`config.mk`:
```
export PLATFORM = sky130hd
export DESIGN_NAME = gpio_pin_filter
export DESIGN_NICKNAME = d
export VERILOG_FILES = /design/src/rtl/gpio_pin_filter.sv
export SDC_FILE = /design/constraint.sdc
export NUM_CORES = 1
export LEC_CHECK = 0
export BUFFER_PORTS_ARGS = -buffer_cell sky130_fd_sc_hd__buf_2
export CORE_ASPECT_RATIO = 1.75
export CORE_MARGIN = 1.5
export CORE_UTILIZATION = 60
export CTS_CLUSTER_DIAMETER = 80
export DETAILED_ROUTE_END_ITERATION = 7
export PLACE_DENSITY = 0.84
export SKIP_CTS_REPAIR_TIMING = 1
export SLEW_MARGIN = 20
export SYNTH_ARGS = -nofsm -noshare
export SYNTH_HDL_FRONTEND = slang
export SYNTH_SLANG_ARGS = --single-unit
```
`constraint.sdc`:
```
create_clock -name clk -period 5.1 [get_ports clk]
set_input_delay 1.02 -clock clk [delete_from_list [all_inputs] [get_ports clk]]
set_output_delay 1.02 -clock clk [all_outputs]
set_load 0.01 [all_outputs]
```
`src/rtl/gpio_pin_filter.sv`:
```
// Per-pin GPIO input conditioning: two-flop synchronizer, saturating debounce
// counter, registered edge pulses and sticky, maskable pin-change flags.
module gpio_pin_filter #(
    parameter int WIDTH = 8,
    parameter int CNT_W = 8
) (
    input  logic             clk,
    input  logic             rst,
    input  logic [WIDTH-1:0] pin_in,
    input  logic [CNT_W-1:0] debounce_len,
    input  logic [WIDTH-1:0] pcmsk,
    input  logic [WIDTH-1:0] pcif_clr,
    output logic [WIDTH-1:0] pin_filt,
    output logic [WIDTH-1:0] pin_rise,
    output logic [WIDTH-1:0] pin_fall,
    output logic [WIDTH-1:0] pcif,
    output logic             pc_irq
);

    logic [WIDTH-1:0]            sync1_q;
    logic [WIDTH-1:0]            sync2_q;
    logic [WIDTH-1:0][CNT_W-1:0] cnt_q;
    logic [WIDTH-1:0][CNT_W-1:0] cnt_d;
    logic [WIDTH-1:0]            filt_q;
    logic [WIDTH-1:0]            filt_d;
    logic [WIDTH-1:0]            rise_q;
    logic [WIDTH-1:0]            rise_d;
    logic [WIDTH-1:0]            fall_q;
    logic [WIDTH-1:0]            fall_d;
    logic [WIDTH-1:0]            pcif_q;
    logic [WIDTH-1:0]            pcif_d;
    logic [CNT_W:0]              eff_len_s;
    logic [CNT_W:0]              cnt_next_s;
    logic                        differ_s;
    logic                        accept_s;

    // Debounce length 0 behaves exactly like 1; extended by one bit so the
    // compare against cnt+1 cannot wrap when cnt is saturated.
    always_comb begin
        if (debounce_len == {CNT_W{1'b0}}) begin
            eff_len_s = {{CNT_W{1'b0}}, 1'b1};
        end else begin
            eff_len_s = {1'b0, debounce_len};
        end
    end

    // Per-pin counter, acceptance, edge pulse and sticky flag next-state.
    always_comb begin
        cnt_d      = cnt_q;
        filt_d     = filt_q;
        rise_d     = {WIDTH{1'b0}};
        fall_d     = {WIDTH{1'b0}};
        pcif_d     = pcif_q & ~pcif_clr;
        cnt_next_s = {(CNT_W + 1){1'b0}};
        differ_s   = 1'b0;
        accept_s   = 1'b0;
        for (int i = 0; i < WIDTH; i++) begin
            differ_s   = sync2_q[i] ^ filt_q[i];
            cnt_next_s = {1'b0, cnt_q[i]} + {{CNT_W{1'b0}}, 1'b1};
            accept_s   = differ_s && (cnt_next_s >= eff_len_s);
            if (!differ_s || accept_s) begin
                cnt_d[i] = {CNT_W{1'b0}};
            end else if (&cnt_q[i]) begin
                cnt_d[i] = cnt_q[i];
            end else begin
                cnt_d[i] = cnt_next_s[CNT_W-1:0];
            end
            if (accept_s) begin
                filt_d[i] = sync2_q[i];
                rise_d[i] = sync2_q[i];
                fall_d[i] = ~sync2_q[i];
                // Set is applied after the clear so a coincident clear loses.
                if (pcmsk[i]) begin
                    pcif_d[i] = 1'b1;
                end else begin
                    pcif_d[i] = pcif_d[i];
                end
            end else begin
                filt_d[i] = filt_q[i];
            end
        end
    end

    // State registers; reset discards any in-flight transition.
    always_ff @(posedge clk or posedge rst) begin
        if (rst) begin
            sync1_q <= {WIDTH{1'b0}};
            sync2_q <= {WIDTH{1'b0}};
            cnt_q   <= '0;
            filt_q  <= {WIDTH{1'b0}};
            rise_q  <= {WIDTH{1'b0}};
            fall_q  <= {WIDTH{1'b0}};
            pcif_q  <= {WIDTH{1'b0}};
        end else begin
            sync1_q <= pin_in;
            sync2_q <= sync1_q;
            cnt_q   <= cnt_d;
            filt_q  <= filt_d;
            rise_q  <= rise_d;
            fall_q  <= fall_d;
            pcif_q  <= pcif_d;
        end
    end

    assign pin_filt = filt_q;
    assign pin_rise = rise_q;
    assign pin_fall = fall_q;
    assign pcif     = pcif_q;
    assign pc_irq   = |pcif_q;

endmodule

```
# Yosys cells after proc, flatten, opt, wreduce, memory -nomap -nowiden
# Index checks and enable logic that the tools add are counted.
# Widths: inputs -> output; s select.
[classes]
order_cmp = 8
reduce_logical = 34
add_sub_neg = 8
n_mux = 49
eq_ne = 8
bitwise = 18
[op_table]
columns = ["operator", "n"]
rows = [
  ["$mux 8", 17],
  ["$add 8x1->9 const B", 8],
  ["$ge 9x9->1", 8],
  ["$reduce_and 8->1", 8],
  ["$mux 1", 32],
  ["$ne 2x2->1 const B", 8],
  ["$and 8x8->8", 1],
  ["$logic_and 1x1->1", 8],
  ["$logic_not 1->1", 8],
  ["$logic_not 8->1", 1],
  ["$logic_or 1x1->1", 8],
  ["$not 1->1", 8],
  ["$not 8->8", 1],
  ["$reduce_or 8->1", 1],
  ["$xor 1x1->1", 8],
]
[totals]
output_inout_bits = 33
ff_bits = 112
in_bits = 34

# Depth between registers and ports, before layout
[logic_depth]
ltp_word = 6
ltp_mapped = 12
mapped_depth_nobuf = 11

# Worst setup path after synthesis
# No wires, ideal clock.
[synth_timing]
kind = "in2reg"
startpoint = "input debounce_len[4]"
endpoint = "register pcif_q[3] (netlist: pcif[3])"
cell_stages = 12
arrival_time_ps = 3646
slack_ps = 1332
required_time_ps = 4978
n_path_buf = 3
setup_time_ps = 122
cell_sequence = "clkbuf_1 -> clkbuf_1 -> nor4_1 -> a41o_1 -> ha_1 -> nand2b_1 -> a21o_1 -> maj3_1 -> a211oi_1 -> o31ai_2 -> buf_6 -> a32o_1"
[synth_via]
elab_chain_cells = 5
[synth_lines]
columns = ["item", "line", "text"]
rows = [
  ["start, declared", "10", "input logic [CNT_W-1:0] debounce_len,"],
  ["$logic_not 8->1", "40", "if (debounce_len == {CNT_W{1'b0}}) begin"],
  ["$mux 8 (*)", "40", ""],
  ["$ge 9x9->1 (*)", "60", "accept_s = differ_s && (cnt_next_s >= eff_len_s);"],
  ["$logic_and 1x1->1 (*)", "60", ""],
  ["$mux 1 (*)", "68", "if (accept_s) begin"],
  ["via pcif_d[3]", "31", "logic [WIDTH-1:0] pcif_d;"],
  ["end signal, assigned", "93", "pcif_q <= {WIDTH{1'b0}};"],
  ["end signal, assigned", "101", "pcif_q <= pcif_d;"],
  ["end, declared", "30", "logic [WIDTH-1:0] pcif_q;"],
]
# Mark *: on every way through the listed nets, which the timed path passes. The rest lies on a longest branch.
# A chain may end at the register's enable or synchronous reset.

# Worst setup path after layout
[layout_timing]
startpoint = "input debounce_len[4]"
endpoint = "register cnt_q[30] in the netlist's numbering"
[layout_via]
elab_chain_cells = 6
word_cells_on_any_way = 7
classes_between = "order compare (1); eq/ne (1); mux (2); reduce/logical (3)"
[layout_lines]
columns = ["item", "line", "text"]
rows = [
  ["$logic_not 8->1", "40", ""],
  ["$mux 8 (*)", "40", ""],
  ["$ge 9x9->1 (*)", "60", ""],
  ["$logic_and 1x1->1 (*)", "60", ""],
  ["$logic_or 1x1->1 (*)", "61", "if (!differ_s || accept_s) begin"],
  ["$ne 2x2->1 (no line) or $mux 8 (tied branches)", "--", ""],
  ["end signal, assigned", "97", "cnt_q <= cnt_d;"],
  ["end, declared", "22", "logic [WIDTH-1:0][CNT_W-1:0] cnt_q;"],
]
# Every way passes the cells marked *; elsewhere a longest branch is shown, timed or not.

==> metrics.txt <==
# TYPE chip_impl_metric gauge
chip_impl_metric{name="grt_start_max_net_pins",unit=""} 75
chip_impl_metric{name="swShare",unit=""} 0.339
chip_impl_metric{name="n_antenna_cell",unit=""} 0
chip_impl_metric{name="p_switching",unit="mW"} 0.913
chip_impl_metric{name="avgSynthCellArea",unit="um2"} 10.1
chip_impl_metric{name="leakage",unit="nW"} 3.68
chip_impl_metric{name="gp_routability_congestion",unit=""} 0.880
chip_impl_info{name="criticalPathCategory",value="input port to flip-flop"} 1
chip_impl_metric{name="syn2layout_area_growth",unit="%"} 10.6
chip_impl_info{name="unrepaired_setup_endpoints_after_global_routing",value="false"} 1
chip_impl_metric{name="grt_first_pass_wirelength",unit="um"} 24700
chip_impl_metric{name="post_synthesis_sequential_element_count",unit=""} 112
chip_impl_metric{name="vias",unit=""} 5358
chip_impl_metric{name="max_rail_drop_vdd",unit="V"} 0.000253
chip_impl_info{name="cts_tree",value="yes"} 1
chip_impl_metric{name="grt_pass1_vias",unit=""} 5402
chip_impl_metric{name="min_period_over_period",unit=""} 0.725
chip_impl_info{name="worstSetupEndpointType",value="flip-flop"} 1
chip_impl_metric{name="cts_htree_levels",unit=""} 3
chip_impl_metric{name="design.die.area",unit="um2"} 11900
chip_impl_metric{name="final_hold_viol_count",unit=""} 0
chip_impl_metric{name="die_width",unit="um"} 82.9
chip_impl_metric{name="clkPwrFrac",unit=""} 0.280
chip_impl_metric{name="async_flop_share",unit=""} 1.00
chip_impl_metric{name="power_frac_comb",unit=""} 0.295
chip_impl_metric{name="seq_area_frac_synth",unit=""} 0.418
chip_impl_metric{name="dp_hpwl",unit="um"} 10600
chip_impl_info{name="most_common_cell_in_the_synthesized_netlist",value="dfrtp_1"} 1
chip_impl_metric{name="timing.clock.skew",unit="ns"} 0.00973
chip_impl_metric{name="syn-num-nets",unit=""} 751
chip_impl_metric{name="die_height",unit="um"} 143
chip_impl_metric{name="highest_clock_rate",unit="MHz"} 270
chip_impl_metric{name="final_layout_size_suffix_gt1_frac",unit=""} 0.164
chip_impl_info{name="post_synth_main_area_contributors",value="dfrtp_1 42%, ha_1 9.5%, xnor2_1 4.8%"} 1
chip_impl_metric{name="portBuffers",unit=""} 66
chip_impl_metric{name="cts.sink_count",unit=""} 112
chip_impl_info{name="synth.largest_area_cell",value="dfrtp_1"} 1
chip_impl_metric{name="met2_usage",unit=""} 0.477
chip_impl_metric{name="routed_wl",unit="um"} 14900
chip_impl_metric{name="initial_antenna_violation_count",unit=""} 0
chip_impl_metric{name="io_pins",unit=""} 67
chip_impl_metric{name="clk_path_buf_depth",unit=""} 2
chip_impl_metric{name="timing.hold.worst_path_depth",unit=""} 0
chip_impl_metric{name="globalRouteTotalUtil",unit=""} 0.261
chip_impl_metric{name="global_route.overflow_total",unit=""} 0
chip_impl_metric{name="power_per_cell_area",unit="nW/um2"} 363
chip_impl_metric{name="routed_wire_length_per_instance",unit="um"} 17.3
chip_impl_metric{name="place.detailed.instances",unit=""} 845
chip_impl_metric{name="num-nets-final",unit=""} 811
chip_impl_metric{name="finalSetupTns",unit="ns"} 0
chip_impl_metric{name="grt.met3_usage",unit=""} 0.0428
chip_impl_metric{name="power",unit="mW"} 2.69
chip_impl_metric{name="worstRegToRegCells",unit=""} 11
chip_impl_info{name="ys_top_cells_by_count",value="112 x dfrtp_1, 51 x ha_1, 49 x nor2_1, 46 x inv_1, 40 x nand3_1"} 1
chip_impl_metric{name="synth_top_area_share",unit=""} 0.418
chip_impl_metric{name="final_critical_path_setup_slack",unit="ns"} 1.40
chip_impl_metric{name="min_period",unit="ns"} 3.70
chip_impl_info{name="setup.worst_path.start_class",value="input port"} 1
chip_impl_metric{name="finalMaxSlewViolations",unit=""} 0
chip_impl_metric{name="synth-edff-count",unit=""} 0
chip_impl_metric{name="route.detailed.drc",unit=""} 0
chip_impl_metric{name="power_frac_seq",unit=""} 0.425
chip_impl_metric{name="cap_violations",unit=""} 0
chip_impl_metric{name="maxSlewHeadroom",unit=""} 0.401
chip_impl_metric{name="post_synth_instance_area",unit="um2"} 6710
chip_impl_metric{name="syn-instance-count",unit=""} 666
chip_impl_info{name="class_of_the_tightest_hold_or_removal_check",value="flip-flop to flip-flop"} 1
chip_impl_metric{name="initial_core_utilization",unit=""} 0.620
chip_impl_metric{name="timing_worst_slew_pin_value",unit="ns"} 0.898
chip_impl_metric{name="first_pass_iters",unit=""} 5
chip_impl_info{name="status",value="finished, final reports clean"} 1
chip_impl_metric{name="worstPathMaxFanout",unit=""} 16
chip_impl_metric{name="post-place-ws",unit="ns"} 1.06
chip_impl_metric{name="yosys_warnings",unit=""} 0
chip_impl_metric{name="design.core.area",unit="um2"} 10800
chip_impl_info{name="globalRoute.busiestLayer",value="met2"} 1
chip_impl_info{name="yosys_most_used_dff",value="dfrtp_1"} 1
chip_impl_metric{name="rows",unit=""} 50
chip_impl_metric{name="final.hold.worst_slack",unit="ns"} 0.351
chip_impl_metric{name="critPathRequiredTime",unit="ns"} 5.34
chip_impl_metric{name="worst_setup_hold_path_clk_slew",unit="ns"} 0.07
chip_impl_metric{name="drt-initial-drc-count",unit=""} 395
chip_impl_metric{name="number_of_unique_standard_cell_types_used_by_synthesis",unit=""} 78
chip_impl_info{name="clockRootBuffer",value="clkbuf_16"} 1
chip_impl_metric{name="crit_arrival",unit="ns"} 3.94
chip_impl_metric{name="cts_made_buffers",unit=""} 9
chip_impl_metric{name="route.detailed.vias_per_inst",unit=""} 6.22
chip_impl_metric{name="drt.antenna.violating_nets",unit=""} 0
chip_impl_metric{name="finalSetupViolations",unit=""} 0
chip_impl_metric{name="grt_use_met1",unit=""} 0.290
chip_impl_metric{name="power_report.internal_total",unit="mW"} 1.78
chip_impl_metric{name="clock_latency",unit="ns"} 0.36
chip_impl_metric{name="stdcell_count",unit=""} 861
==> critical path: stages <==
cell and delay [ns]:
buf_2 0.22, nor4_1 0.30, a41o_1 0.47, ha_1 0.31
nand2b_1 0.14, a21o_1 0.18, maj3_1 0.34, a211oi_1 0.34
o31ai_2 0.25, a2111oi_1 0.36
==> layer usage <==
layer,wire [um],vias to the layer above
met5,0,-
met4,518,0
met3,718,49
met2,8050,173
met1,5640,2614
li1,-,2522
==> per-stage QoR <==
stage | cell area, um2 | util
2_1_floorplan | 6710 | -
3_3_place_gp | 7100 | 0.656
3_5_place_dp | 7100 | 0.656
4_1_cts | 7420 | 0.685
5_1_grt | 7420 | 0.685
6_report | 7420 | 0.685
==> final cells by class <==
cell class / instances / area, um2
clock buffers: 11 / 233
clock inverters: 5 / 81.3
fillers: 824 / 3410
inverters: 47 / 179
multi-input cells: 487 / 3610
flip-flops and latches: 112 / 2800
well taps: 130 / 163
repair buffers: 69 / 353
==> logic make-up (layout without fill, tap and decap cells) <==
logic type	Yosys count	after routing	share of synthesized area
buf+inv	67	132	0.0448
flops	112	112	0.418
simple gates	225	225	0.185
fa+ha+maj	55	55	0.101
xor+xnor	62	62	0.0809
compound gates	122	122	0.132
mux	23	23	0.0386
==> path summary, 6_finish.rpt <==
kind / endpoint / slack [ns] / start
min in group asynchronous: cnt_q[4] / 0.87 / rst
worst min register to register: sync2_q[7] / 0.35 / sync1_q[7]
max in group asynchronous: sync2_q[2] / 3.22 / rst
worst min-delay path: sync2_q[7] / 0.35 / sync1_q[7]
worst max register to register: pin_filt[6] / 2.17 / cnt_q[48]
worst max-delay path: cnt_q[30] / 1.40 / debounce_len[4]
==> power groups by stage <==
stage               registers (mW)  logic [mW]  clock network [mW]
floorplan                     1.14       0.575                   0
global placement              1.15       0.736                   0
detailed placement            1.16       0.780                   0
CTS                           1.14       0.794               0.763
global route                  1.16       0.898               0.796
finish                        1.14       0.795               0.754
==> sequential cells by signal, indices dropped and copies added (netlist names) <==
register / count
sync1_q: 8
sync2_q: 8
cnt_q: 64
pin_rise: 8
pin_fall: 8
pin_filt: 8
pcif: 8
==> placed cells by master, fill, tap and decap left out, types with 3 or more instances in the layout <==
cell,netlist,final
nor3_1,22,22
o211ai_1,3,3
a21oi_1,32,32
nor2b_1,6,6
nor3b_1,14,14
o32ai_1,3,3
ha_1,51,51
nor2_1,49,49
o21ai_0,22,22
inv_1,46,45
buf_2,5,66
a31oi_1,6,6
a211o_1,3,3
and3_1,16,16
clkbuf_16,0,9
nor4_1,3,3
dfrtp_1,112,112
and3b_1,8,8
a32o_1,4,4
mux2i_1,12,12
o22ai_1,3,3
and4_1,6,6
xor2_1,25,25
buf_4,1,3
a211oi_1,10,10
nand3_1,40,40
nand2b_1,6,6
mux2_2,7,7
nand2_1,32,32
xnor2_1,37,37
nand4_1,4,4
a21o_1,3,3
o31ai_1,4,4
(Power assumes the default switching activity.)
